### src/rtl/div_sign_ctrl_if.sv
// Purpose : execute-stage and divider-side signal bundle for div_sign_ctrl.
// Latency : n/a (wiring only).
// Backpressure: start is only honoured while the controller is idle; divider side uses a toggle handshake.
//
// Port summary
//   start/is_signed/is_word/dividend/divisor : request from execute stage
//   busy/done/quotient/remainder/div_error   : status and results to execute stage
//   div_denom/div_num/div_run_in             : operand magnitudes and request toggle to divider
//   div_run_out/div_q/div_r                  : completion toggle and unsigned results from divider
// The master modport is the surroundings (execute stage plus divider); slave is the controller.
interface div_sign_ctrl_if;
    logic        start;
    logic        is_signed;
    logic        is_word;
    logic [31:0] dividend;
    logic [15:0] divisor;
    logic        busy;
    logic        done;
    logic [15:0] quotient;
    logic [15:0] remainder;
    logic        div_error;
    logic [31:0] div_denom;
    logic [31:0] div_num;
    logic        div_run_in;
    logic        div_run_out;
    logic [31:0] div_q;
    logic [31:0] div_r;

    modport master (
        output start, is_signed, is_word, dividend, divisor,
        output div_run_out, div_q, div_r,
        input  busy, done, quotient, remainder, div_error,
        input  div_denom, div_num, div_run_in
    );

    modport slave (
        input  start, is_signed, is_word, dividend, divisor,
        input  div_run_out, div_q, div_r,
        output busy, done, quotient, remainder, div_error,
        output div_denom, div_num, div_run_in
    );
endinterface

### src/rtl/div_sign_ctrl.sv
// Purpose : DIV/IDIV front end - sign handling, divider toggle handshake, #DE fault detection.
// Latency : done L+3 cycles after the start edge (L = divider latency); 2 cycles for a zero divisor.
// Backpressure: start is ignored while busy and in the done cycle; the divider is never re-requested
//               until its previous run has completed (div_run_out == div_run_in).
//
// Ports: clk, rst_n (async active-low), bus (div_sign_ctrl_if.slave) carrying the execute-stage
// request/response signals and the divider operand/toggle/result signals.
module div_sign_ctrl #(
    parameter bit ALLOW_MIN_QUOT = 1'b1
) (
    input  logic           clk,
    input  logic           rst_n,
    div_sign_ctrl_if.slave bus
);

    typedef enum logic [2:0] {
        S_RESYNC,
        S_IDLE,
        S_PREP,
        S_WAIT,
        S_FIX
    } state_t;

    state_t state, state_nxt;

    // Operands registered in IDLE so the execute stage may change them afterwards.
    logic        op_signed;
    logic        op_word;
    logic [31:0] op_dvd;
    logic [15:0] op_dvs;

    logic        qneg;
    logic        rneg;
    logic        zerr;
    logic [31:0] q_mag;
    logic [31:0] r_mag;

    logic [31:0] denom_q;
    logic [31:0] num_q;
    logic        run_in_q;
    logic        done_q;
    logic        err_q;
    logic [15:0] quot_q;
    logic [15:0] rem_q;

    // FSM strobes
    logic accept;
    logic launch;
    logic capture;
    logic finish;

    // The divider is idle whenever the two toggles agree.
    logic run_idle;
    assign run_idle = (bus.div_run_out == run_in_q);

    // ---------------------------------------------------------------
    // PREP datapath: sign extension and magnitudes
    // ---------------------------------------------------------------
    logic        sd;
    logic        sv;
    logic [31:0] dvd_ext;
    logic [15:0] dvs_ext;
    logic [31:0] dvd_mag;
    logic [15:0] dvs_mag;
    logic        dvs_zero;

    always_comb begin
        sd       = op_signed & (op_word ? op_dvd[31] : op_dvd[15]);
        sv       = op_signed & (op_word ? op_dvs[15] : op_dvs[7]);
        // For unsigned operands sd/sv are 0, so byte mode zero-extends.
        dvd_ext  = op_word ? op_dvd : {{16{sd}}, op_dvd[15:0]};
        dvs_ext  = op_word ? op_dvs : {{8{sv}}, op_dvs[7:0]};
        // Two's complement negate; -2^31 maps onto itself, which is the correct unsigned magnitude.
        dvd_mag  = sd ? (~dvd_ext + 32'd1) : dvd_ext;
        dvs_mag  = sv ? (~dvs_ext + 16'd1) : dvs_ext;
        dvs_zero = (dvs_mag == 16'd0);
    end

    // ---------------------------------------------------------------
    // FIX datapath: overflow limits and sign restoration
    // ---------------------------------------------------------------
    logic [31:0] lim_pos;
    logic [31:0] lim_neg;
    logic [31:0] lim_uns;
    logic [31:0] limit;
    logic        ovf;
    logic [31:0] qs;
    logic [31:0] rs;
    logic        unused_hi;

    always_comb begin
        lim_pos = op_word ? 32'h0000_7FFF : 32'h0000_007F;
        // A negative quotient may reach -128/-32768 only on the 80186 flavour.
        lim_neg = ALLOW_MIN_QUOT ? (lim_pos + 32'd1) : lim_pos;
        lim_uns = op_word ? 32'h0000_FFFF : 32'h0000_00FF;
        if (!op_signed) begin
            limit = lim_uns;
        end else if (qneg) begin
            limit = lim_neg;
        end else begin
            limit = lim_pos;
        end
        ovf = zerr | (q_mag > limit);
        qs  = qneg ? (~q_mag + 32'd1) : q_mag;
        rs  = rneg ? (~r_mag + 32'd1) : r_mag;
    end

    // Upper halves are discarded by truncation to the 16-bit result width.
    assign unused_hi = ^{qs[31:16], rs[31:16]};

    // ---------------------------------------------------------------
    // FSM
    // ---------------------------------------------------------------
    always_ff @(posedge clk or negedge rst_n) begin
        if (!rst_n) begin
            state <= S_RESYNC;
        end else begin
            state <= state_nxt;
        end
    end

    always_comb begin
        state_nxt = state;
        accept    = 1'b0;
        launch    = 1'b0;
        capture   = 1'b0;
        finish    = 1'b0;
        unique case (state)
            // A divider run may have been in flight when reset hit; wait for it to drain.
            S_RESYNC: begin
                if (run_idle) begin
                    state_nxt = S_IDLE;
                end
            end
            // done_q is high only in the first IDLE cycle; a start there is dropped.
            S_IDLE: begin
                if (bus.start && !done_q) begin
                    accept    = 1'b1;
                    state_nxt = S_PREP;
                end
            end
            // A zero divisor skips the divider and reports through FIX so both paths share the pulse logic.
            S_PREP: begin
                if (dvs_zero) begin
                    state_nxt = S_FIX;
                end else begin
                    launch    = 1'b1;
                    state_nxt = S_WAIT;
                end
            end
            S_WAIT: begin
                if (run_idle) begin
                    capture   = 1'b1;
                    state_nxt = S_FIX;
                end
            end
            S_FIX: begin
                finish    = 1'b1;
                state_nxt = S_IDLE;
            end
            default: begin
                state_nxt = S_RESYNC;
            end
        endcase
    end

    // ---------------------------------------------------------------
    // Datapath registers
    // ---------------------------------------------------------------
    always_ff @(posedge clk or negedge rst_n) begin
        if (!rst_n) begin
            op_signed <= 1'b0;
            op_word   <= 1'b0;
            op_dvd    <= 32'd0;
            op_dvs    <= 16'd0;
            qneg      <= 1'b0;
            rneg      <= 1'b0;
            zerr      <= 1'b0;
            q_mag     <= 32'd0;
            r_mag     <= 32'd0;
            denom_q   <= 32'd0;
            num_q     <= 32'd0;
            run_in_q  <= 1'b0;
            done_q    <= 1'b0;
            err_q     <= 1'b0;
            quot_q    <= 16'd0;
            rem_q     <= 16'd0;
        end else begin
            done_q <= finish;
            err_q  <= finish & ovf;

            if (accept) begin
                op_signed <= bus.is_signed;
                op_word   <= bus.is_word;
                op_dvd    <= bus.dividend;
                op_dvs    <= bus.divisor;
            end

            if (state == S_PREP) begin
                qneg <= sd ^ sv;
                rneg <= sd;
                zerr <= dvs_zero;
            end

            // Operands stay on div_denom/div_num until the next launch.
            if (launch) begin
                denom_q  <= dvd_mag;
                num_q    <= {16'd0, dvs_mag};
                run_in_q <= ~run_in_q;
            end

            if (capture) begin
                q_mag <= bus.div_q;
                r_mag <= bus.div_r;
            end

            // On a fault the architectural results are left untouched.
            if (finish && !ovf) begin
                quot_q <= op_word ? qs[15:0] : {8'd0, qs[7:0]};
                rem_q  <= op_word ? rs[15:0] : {8'd0, rs[7:0]};
            end
        end
    end

    assign bus.busy       = (state != S_IDLE);
    assign bus.done       = done_q;
    assign bus.div_error  = err_q;
    assign bus.quotient   = quot_q;
    assign bus.remainder  = rem_q;
    assign bus.div_denom  = denom_q;
    assign bus.div_num    = num_q;
    assign bus.div_run_in = run_in_q;

endmodule

### src/flat_wrapper.sv
// flat-port wrapper written by rule: the top's interface ports become plain ports
module div_sign_ctrl_flat 
#(
    parameter bit ALLOW_MIN_QUOT = 1'b1
)
  (clk, rst_n, bus_start, bus_is_signed, bus_is_word, bus_dividend, bus_divisor, bus_div_run_out, bus_div_q, bus_div_r, bus_busy, bus_done, bus_quotient, bus_remainder, bus_div_error, bus_div_denom, bus_div_num, bus_div_run_in);
  div_sign_ctrl_if bus_i ();
  input  logic clk;
  input  logic rst_n;
  input wire logic [$bits(bus_i.start)-1:0] bus_start;
  input wire logic [$bits(bus_i.is_signed)-1:0] bus_is_signed;
  input wire logic [$bits(bus_i.is_word)-1:0] bus_is_word;
  input wire logic [$bits(bus_i.dividend)-1:0] bus_dividend;
  input wire logic [$bits(bus_i.divisor)-1:0] bus_divisor;
  input wire logic [$bits(bus_i.div_run_out)-1:0] bus_div_run_out;
  input wire logic [$bits(bus_i.div_q)-1:0] bus_div_q;
  input wire logic [$bits(bus_i.div_r)-1:0] bus_div_r;
  output wire logic [$bits(bus_i.busy)-1:0] bus_busy;
  output wire logic [$bits(bus_i.done)-1:0] bus_done;
  output wire logic [$bits(bus_i.quotient)-1:0] bus_quotient;
  output wire logic [$bits(bus_i.remainder)-1:0] bus_remainder;
  output wire logic [$bits(bus_i.div_error)-1:0] bus_div_error;
  output wire logic [$bits(bus_i.div_denom)-1:0] bus_div_denom;
  output wire logic [$bits(bus_i.div_num)-1:0] bus_div_num;
  output wire logic [$bits(bus_i.div_run_in)-1:0] bus_div_run_in;
  assign bus_i.start = bus_start;
  assign bus_i.is_signed = bus_is_signed;
  assign bus_i.is_word = bus_is_word;
  assign bus_i.dividend = bus_dividend;
  assign bus_i.divisor = bus_divisor;
  assign bus_i.div_run_out = bus_div_run_out;
  assign bus_i.div_q = bus_div_q;
  assign bus_i.div_r = bus_div_r;
  assign bus_busy = bus_i.busy;
  assign bus_done = bus_i.done;
  assign bus_quotient = bus_i.quotient;
  assign bus_remainder = bus_i.remainder;
  assign bus_div_error = bus_i.div_error;
  assign bus_div_denom = bus_i.div_denom;
  assign bus_div_num = bus_i.div_num;
  assign bus_div_run_in = bus_i.div_run_in;
  div_sign_ctrl #(.ALLOW_MIN_QUOT(ALLOW_MIN_QUOT)) u_core (.clk(clk), .rst_n(rst_n), .bus(bus_i));
endmodule
### config.mk
export PLATFORM = sky130hd
export DESIGN_NAME = div_sign_ctrl_flat
export DESIGN_NICKNAME = d
export VERILOG_FILES = /design/src/rtl/div_sign_ctrl_if.sv /design/src/rtl/div_sign_ctrl.sv /design/src/flat_wrapper.sv
export SDC_FILE = /design/constraint.sdc
export NUM_CORES = 1
export LEC_CHECK = 0
export ABC_AREA = 1
export BUFFER_PORTS_ARGS = -buffer_cell sky130_fd_sc_hd__buf_4
export CAP_MARGIN = 40
export CORE_ASPECT_RATIO = 1.4
export CORE_MARGIN = 5
export CORE_UTILIZATION = 55
export CTS_BUF_LIST = sky130_fd_sc_hd__clkbuf_16
export CTS_CLUSTER_DIAMETER = 50
export DETAILED_ROUTE_END_ITERATION = 12
export PLACE_DENSITY = 0.83
export SYNTH_ARGS = -nofsm -noshare
export SYNTH_HDL_FRONTEND = slang
export SYNTH_SLANG_ARGS = --single-unit
### constraint.sdc
create_clock -name clk -period 2.7 [get_ports clk]
set_input_delay 0.405 -clock clk [delete_from_list [all_inputs] [get_ports clk]]
set_output_delay 0.405 -clock clk [all_outputs]
set_load 0.02 [all_outputs]
==> flow_summary.yaml <==
power:
  pwr-share-comb: 0.513
  powerDensity_nw_per_um2: 1230
  total_power_mw: 14.9
  p_sw_mw: 6.67
  switching_share: 0.447
  internal_power_mw: 8.24
  p_leak_nw: 6.42
  ir_drop_uv: 747
  clock_power_share: 0.166
  seqPwrFrac: 0.321
clock_network:
  clk_pin_slew_ns: 0.07
  clk_latency_ns: 0.44
  cts_tree: "done"
  clock_path_buffers: 2
  cts.sinks: 187
  cts.htree.levels: 4
  clockRootBuffer: "clkbuf_16"
  numCtsBuffers: 17
floorplanning:
  io_pins: 218
  core-area_um2: 17900
  start_util: 0.554
  die_h_um: 169
  die_w_um: 123
  num_rows: 58
  die_area_um2: 20800
detailed_routing:
  vias: 8805
  drcViolationCount: 0
  dr.pass1.iters: 5
  detail_route.vias_per_cell: 5.33
  drt_iter0_markers: 645
  wirelength_mm: 24.9
  postRouteAntennaNets: 0
  wire_per_inst_um: 15.1
final_layout:
  final_net_count: 1534
  n_antenna_cell: 0
  design_area_um2: 12100
  layout.cells.non_filler: 1652
  syn2layout_area_growth_pct: 22.7
  final_layout_size_suffix_gt1_frac: 0.217
logic_synthesis:
  ys_async_sr_fraction: 1.00
  ys_types: 36
  yosys_most_used_dff: "dfrtp_1"
  netlist_instances: 1219
  syn-cell-area_um2: 9890
  yosysSeqAreaShare: 0.473
  yosysWarnings: 0
  ys_seq_elements: 187
  syn_avg_cell_area_um2: 8.11
  synth_edf_count: 0
worst_hold_path:
  hp-class: "in2async"
critical_path:
  end_kind: "register"
  worst_setup_path_start_kind: "register"
  path_class: "reg2reg"
  reg2reg_from: "u_core.qneg"
  worstPathArrival_ns: 2.78
  rr_worst_depth: 13
  critical_path_required_ns: 3.01
  ff2ff_setup_slack_ns: 0.23
  r2r_end: "u_core.bus.quotient[13]"
  crit_fanout: 32
outcome:
  outcome: "completed"
placed_design:
  place_congestion: 0.930
  port_buffers: 185
  dp.final_hpwl_mm: 18.5
  dp.cells: 1620
  pre_cts_slack_ns: 0.227
  dpl_cell_area_um2: 11500
sta:
  skew_ns: 0.0158
  worst_pin_slew_ns: 0.667
  period_needed_ns: 2.47
  fmax_mhz: 405
  slew_viol_final: 0
  final.setup.worst_slack_ns: 0.231
  fin_crit_sh: 0.915
  slew_headroom: 0.555
  final_hold_viol_count: 0
  rsz0062_at_grt: "yes"
  setup_viol: 0
global_routing:
  grt_usage: 0.245
  grt_max_degree: 81
  grt_pass1_wl_mm: 41.0
  grt.overflow.total: 0
  antenna_found_initial: 0
  grt_pass1_vias: 8786
run:
  cap_violations: 0
==> cell type report <==
cell class / count / area (um2)
Multi-Input combinational cell: 872 / 4490
Fill cell: 1486 / 5720
Sequential cell: 187 / 4680
Tap cell: 240 / 300
Clock buffer: 17 / 425
Inverter: 110 / 413
Timing Repair Buffer: 212 / 1680
Clock inverter: 14 / 145
==> layout by cell type (no fill, tap or decap), types with 3 or more instances in the layout <==
master / Yosys / final
o21ai_1: 33 / 34
a21oi_1: 78 / 78
nor4_1: 5 / 5
xnor2_1: 5 / 5
nand4_1: 50 / 50
inv_2: 3 / 3
nand2_1: 323 / 321
dfrtp_1: 187 / 186
buf_12: 0 / 6
inv_1: 106 / 106
buf_4: 17 / 203
o21ai_0: 36 / 35
clkbuf_16: 0 / 17
conb_1: 1 / 16
inv_6: 0 / 4
or2_2: 3 / 3
nand3_1: 38 / 38
nor3_1: 23 / 23
mux2_2: 47 / 47
xor2_1: 39 / 39
nor2_1: 140 / 139
clkinv_1: 1 / 3
ha_1: 16 / 16
nand2_2: 4 / 6
==> flip-flops by register name, indices dropped and copies added (netlist names), 3 cells and up <==
name	cells
u_core.op_dvd	32
u_core.r_mag	16
u_core.state	3
u_core.bus.quotient	16
u_core.q_mag	32
u_core.bus.remainder	16
u_core.bus.div_denom	32
u_core.bus.div_num	16
u_core.op_dvs	16
==> power by group through the flow <==
stage	combinational, mW	sequential (mW)	clock, mW
finish	7.65	4.78	2.47
global route	8.61	4.91	2.63
CTS	7.60	4.76	2.51
detailed placement	7.54	4.79	0
global placement	7.31	4.75	0
floorplan	5.05	5.01	0
==> cell usage after synthesis (2+ instances only) <==
master	n	area (um2)
nand2_1	323	1210
dfrtp_1	187	4680
nor2_1	140	526
inv_1	106	398
a21oi_1	78	390
nand4_1	50	313
mux2_2	47	529
xor2_1	39	342
nand3_1	38	190
o21ai_0	36	180
o21ai_1	33	165
clkbuf_1	24	90.1
nor3_1	23	115
buf_4	17	128
ha_1	16	200
buf_2	14	70.1
buf_6	7	78.8
nor4_1	5	31.3
xnor2_1	5	43.8
nand2_2	4	25.0
buf_1	3	11.3
inv_2	3	11.3
or2_2	3	18.8
a31oi_1	2	12.5
nand3_2	2	20.0
nand3b_1	2	15.0
nor3b_1	2	15.0
o21a_1	2	15.0
==> metrics by stage <==
step / util / setup TNS [ns] / hold WS [ns]
4_1_cts: 0.678 / 0 / 0.0215
6_report: 0.680 / 0 / 0.00415
3_5_place_dp: 0.646 / 0 / 0.460
5_1_grt: 0.680 / -0.00378 / 0.0405
3_3_place_gp: 0.646 / 0 / 0.457
2_1_floorplan: - / 0 / 0.109
==> metal layers <==
| metal | part of all wire | global-route usage | up-vias |
|---|---|---|---|
| li1 | - | - | 4287 |
| met1 | 0.39 | 0.286 | 4159 |
| met2 | 0.52 | 0.436 | 295 |
| met3 | 0.057 | 0.0468 | 64 |
| met4 | 0.031 | 0.0983 | 0 |
| met5 | 0 | 0 | - |
==> critical path, stage by stage, from the launching register on <==
cell and delay, ns:
dfrtp_1 0.43, inv_1 0.23, ha_1 0.28, nand2_1 0.07, inv_1 0.06, ha_1 0.31, nand4_1 0.14, nor2_1 0.15
nand4_1 0.11, nand2_1 0.12, nand3_1 0.12, buf_12 0.20, nand2_1 0.08, nand2_1 0.04
==> what timing repair did <==
item                                    in CTS  in global routing
hold buffers                                 0                  0
endpoints found under the setup margin       0                 32
setup buffers                                0                  1
resized for setup                            0                  4
==> logic make-up (layout without fill, tap and decap cells) <==
family,Yosys count,in the layout,synth area share
xor+xnor,44,44,0.0390
other cells,1,16,0.000379
simple gates,594,594,0.253
flops,187,187,0.473
fa+ha+maj,16,16,0.0202
compound gates,155,155,0.0805
mux,47,47,0.0535
buf+inv,175,353,0.0800
==> worst max-delay path by stage <==
| stage | from | end | slack, ns | cells after the start |
|---|---|---|---|---|
| 6_report | u_core.qneg | u_core.bus.quotient[13] | 0.23 | 13 |
| 5_1_grt | u_core.op_dvs[0] | u_core.state[1] | -0.004 | 16 |
| 4_1_cts | u_core.op_word | u_core.state[1] | 0.20 | 15 |
| 3_5_place_dp | u_core.op_word | u_core.state[1] | 0.23 | 15 |
| 3_3_place_gp | u_core.op_word | u_core.state[1] | 0.27 | 15 |
| 2_1_floorplan | u_core.qneg | u_core.bus.quotient[12] | 0.24 | 15 |
(Power assumes the default switching activity.)
